File: config.mk
export PLATFORM = sky130hd
export DESIGN_NAME = buffer_fifo
export DESIGN_NICKNAME = d
export VERILOG_FILES = /design/src/rtl/buffer_fifo.sv
export SDC_FILE = /design/constraint.sdc
export NUM_CORES = 1
export LEC_CHECK = 0
export CORE_ASPECT_RATIO = 1.2
export CORE_MARGIN = 2
export CORE_UTILIZATION = 25
export CTS_CLUSTER_DIAMETER = 60
export DETAILED_ROUTE_END_ITERATION = 8
export DONT_BUFFER_PORTS = 1
export PLACE_DENSITY = 0.37
export SYNTH_ARGS = -nofsm -noshare
export SYNTH_HDL_FRONTEND = slang
export SYNTH_SLANG_ARGS = --single-unit
File: constraint.sdc
create_clock -name Clock -period 1.7 [get_ports Clock]
set_input_delay 0.34 -clock Clock [delete_from_list [all_inputs] [get_ports Clock]]
set_output_delay 0.34 -clock Clock [all_outputs]
set_load 0.01 [all_outputs]
File: src/rtl/buffer_fifo.sv
// Show-ahead FIFO with ready/valid on both sides, fill count, almost-full,
// synchronous flush and a sticky overflow-attempt flag.
module buffer_fifo #(
  parameter int WIDTH     = 8,
  parameter int DEPTH     = 4,
  parameter int AFULL_LVL = 3
) (
  input  logic                           Clock,
  input  logic                           nReset,
  input  logic                           Flush,
  input  logic [WIDTH-1:0]               In_Data,
  input  logic                           In_Valid,
  output logic                           In_Ready,
  output logic [WIDTH-1:0]               Out_Data,
  output logic                           Out_Valid,
  input  logic                           Out_Ready,
  output logic [$clog2(DEPTH+1)-1:0]     Count,
  output logic                           Almost_Full,
  output logic                           Overflow
);

  localparam int AW = (DEPTH > 1) ? $clog2(DEPTH) : 1;
  localparam int CW = $clog2(DEPTH+1);
  localparam logic [CW-1:0] FULL_CNT  = CW'(DEPTH);
  localparam logic [CW-1:0] AFULL_CNT = CW'(AFULL_LVL);

  logic [WIDTH-1:0] mem [DEPTH];
  logic [AW-1:0]    wr_ptr, rd_ptr;
  logic [CW-1:0]    cnt;
  logic             ovf;
  logic             push, pop;

  // Status flags come only from the registered count, so no ready/valid
  // path runs combinationally through the buffer.
  assign In_Ready    = (cnt != FULL_CNT);
  assign Out_Valid   = (cnt != '0);
  assign Almost_Full = (cnt >= AFULL_CNT);
  assign Count       = cnt;
  assign Overflow    = ovf;
  assign Out_Data    = mem[rd_ptr];

  assign push = In_Valid  & In_Ready  & ~Flush;
  assign pop  = Out_Valid & Out_Ready & ~Flush;

  always_ff @(posedge Clock) begin
    if (push) mem[wr_ptr] <= In_Data;
  end

  // DEPTH is a power of two, so pointers wrap by natural overflow.
  always_ff @(posedge Clock or negedge nReset) begin
    if (!nReset) begin
      wr_ptr <= '0;
      rd_ptr <= '0;
      cnt    <= '0;
      ovf    <= 1'b0;
    end else if (Flush) begin
      wr_ptr <= '0;
      rd_ptr <= '0;
      cnt    <= '0;
      ovf    <= 1'b0;
    end else begin
      if (push) wr_ptr <= wr_ptr + AW'(1);
      if (pop)  rd_ptr <= rd_ptr + AW'(1);
      case ({push, pop})
        2'b10:   cnt <= cnt + CW'(1);
        2'b01:   cnt <= cnt - CW'(1);
        default: cnt <= cnt;
      endcase
      if (In_Valid && !In_Ready) ovf <= 1'b1;
    end
  end

endmodule

==> results.ini <==
[min_path]
hold_end=wr_ptr[1]
hold_start=Flush
holdPathStages=1
hold_class=in -> reg

[synthesis]
synth-seq-area-share_pct=66.0
synth_flop_cell=edfxtp_1
synth_cell_type_count=33
async_flop_share_pct=20.0
synth_fp_nets=130
synthTopCellsByArea=edfxtp_1 55%, dfrtp_1 11%, mux4_2 10%
postSynthCellCount=112
synth_edf_count=32
avgSynthCellArea_um2=15.7
syn-cell-area_um2=1760
synth_top_area_share_pct=54.6
synth_top_area_cell=edfxtp_1
yosysWarnings=0
ys_seq_elements=40

[routing]
drt-pass1-iter-count=4
ant_nets=0
route.detailed.drc=0
wl_per_cell_um=15.5
drtIter0Drc=32
routed_wl_um=3360
viasPerCell=4.52
vias=981

[floorplan]
io_pins=28
die_area_um2=7730
fp-row-count=33
core_area_um2=6810
die_y_um=95.9
fp.dieW_um=80.6
start_util_pct=25.8

[outcome]
violations=setup timing
run_status=finished, violations left

[clock_tree]
cts.sinks=40
cts_buffers=5
clk_pin_slew_worst_paths_ns=0.08
tritoncts=yes
clockBufferDepth=2
htreeDepth=2
clock_latency_ns=0.29
root_buffer=clkbuf_8

[final_layout]
antennaDiodeCount=0
fin_nets=148
areaGrowthSynthToFinish_pct=21.8
utilization_pct=31.4
drive_gt1_share_pct=32.3

[sta]
finalMaxSlewViolations=0
slew_headroom_pct=69.2
tightest_slew_ns=0.462
tns_ns=-0.0834
min_period_ns=1.74
setup_slack_ns=-0.0422
setup_violations=7
finClkSkew_ns=0.00649
rsz0062_at_grt=true
timing.fmax_mhz=574
timing.final.crit_share_pct=102
hold_viol=0

[setup_path]
reg2reg_depth=6
worst_setup_path_end_kind=register
regToRegStartpoint=Count[2]
worstSetupStartpointType=register
crit_required_ns=1.90
cp.arrival_ns=1.95
rr_endpoint=Count[1]
r2r_setup_slack_ns=-0.04
setup.worst_path.class=reg -> reg
critical_path.max_fanout=2

[power_and_ir_drop]
p_per_area_nw_per_um2=1150
power.switching_mw=0.552
intPower_mw=1.92
combPwrFrac_pct=17.9
peakVddDrop_mv=0.409
p_leak_nw=0.771
clkPwrFrac_pct=36.0
power_frac_seq_pct=46.0
swShare_pct=22.3

[placement]
gp_congestion=0.703
portBuffers=0
hpwl_um=2310

[grt]
grt_usage_pct=9.62
grt_pass1_wl_um=5310
overflow=0
antenna_found_initial=0
grt_pass1_vias=1058
grt_max_degree=15

[job]
cap_violations=0

[layer usage]
layer / up-vias / GRT usage (%) / wire (um)
met3: 6 / 3.56 / 247
met5: - / 0 / 0
met2: 26 / 17.4 / 1790
met4: 0 / 4.66 / 68
li1: 455 / - / -
met1: 494 / 9.64 / 1250
[area by class of cell]
cell class | instances | area [um2]
clock buffer | 5 | 68.8
clock inverter | 2 | 60.1
fill | 682 | 4670
inverter | 4 | 15.0
multi-input combinational | 61 | 569
sequential | 40 | 1160
tap | 87 | 109
timing repair buffer | 18 | 158
[worst max-delay path by stage]
stage,startpoint,to
6_report,Count[2],Count[1]
5_1_grt,Count[1],Count[1]
4_1_cts,Count[2],In_Ready
3_5_place_dp,Count[1],Count[1]
3_3_place_gp,Count[1],Count[1]
2_1_floorplan,Count[2],Count[1]
[state kept, by name (all words and copies together), names as in the netlist]
register and cells:
Count 3, Overflow 1, mem 32, rd_ptr 2
wr_ptr 2
[cells by family after synthesis]
| family | share of synthesized area, % |
|---|---|
| flip-flops | 66.0 |
| AND/OR/NAND/NOR | 9.53 |
| AO/OA/AOI/OAI | 5.19 |
| buffers and inverters | 3.06 |
| multiplexers | 10.2 |
| adder cells (fa/ha/maj) | 3.98 |
| XOR/XNOR | 1.99 |
[what timing repair did]
action	4_1_cts	5_1_grt
endpoints found under the setup margin	14	12
pin swaps	0	1
gates resized for setup	5	3
hold buffers	1	0
endpoints found under the hold margin	8	0
setup buffers	6	0
[power groups by stage]
stage | clock network [mW] | registers (mW) | logic (mW)
after floorplan | 0 | 1.16 | 0.283
after global placement | 0 | 1.16 | 0.389
after detailed placement | 0 | 1.16 | 0.392
after CTS | 0.914 | 1.14 | 0.441
after global routing | 0.958 | 1.14 | 0.489
final | 0.891 | 1.14 | 0.444
[cell usage in the layout (no fill, tap or decap)]
cell type,instances
edfxtp_1,32
buf_4,14
mux4_2,8
dfrtp_1,7
nor2_1,6
a21oi_1,6
clkbuf_8,5
inv_1,4
and2_4,4
nand3_1,4
ha_1,4
xor2_1,3
nand2_1,2
o21ai_0,2
nand2b_1,2
a31oi_1,2
bufinv_16,2
buf_6,2
or3b_4,1
or3_4,1
nand2_4,1
nor2b_1,1
nor3_2,1
and3b_4,1
a21o_1,1
nor3b_1,1
o22ai_1,1
a22oi_1,1
and2_1,1
and2b_1,1
o221ai_1,1
or3_1,1
nor3_1,1
a2111oi_0,1
xnor2_1,1
fa_1,1
dlygate4sd3_1,1
buf_12,1
dfrtp_2,1
[Yosys cell counts (all sizes together) (2+ instances only)]
cell type	n
edfxtp	32
dfrtp	8
mux4	8
a21oi	6
buf	6
nor2	6
and2	5
ha	4
inv	4
nand3	4
nand2	3
xor2	3
a31oi	2
nand2b	2
nor3	2
o21ai	2
or3	2
[stage by stage]
step	hold WS, ns	power, mW	instance area, um2	worst slack, ns	instances
4_1_cts	0.0933	2.49	2130	-0.0391	217
5_1_grt	0.0853	2.59	2140	-0.122	217
2_1_floorplan	0.0444	1.44	1780	-0.212	112
3_3_place_gp	0.0448	1.55	1940	-0.0270	203
3_5_place_dp	0.0448	1.56	1940	-0.0220	203
6_report	0.105	2.47	2140	-0.0422	217
[critical path, stage by stage (launching register included)]
cell and delay (ns):
dfrtp_1 0.39, or3_4 0.39, nand2_4 0.08, nor3_2 0.05
fa_1 0.51, a31oi_1 0.08, nor3_1 0.16
Note: power is estimated with default switching activity, not from simulation.
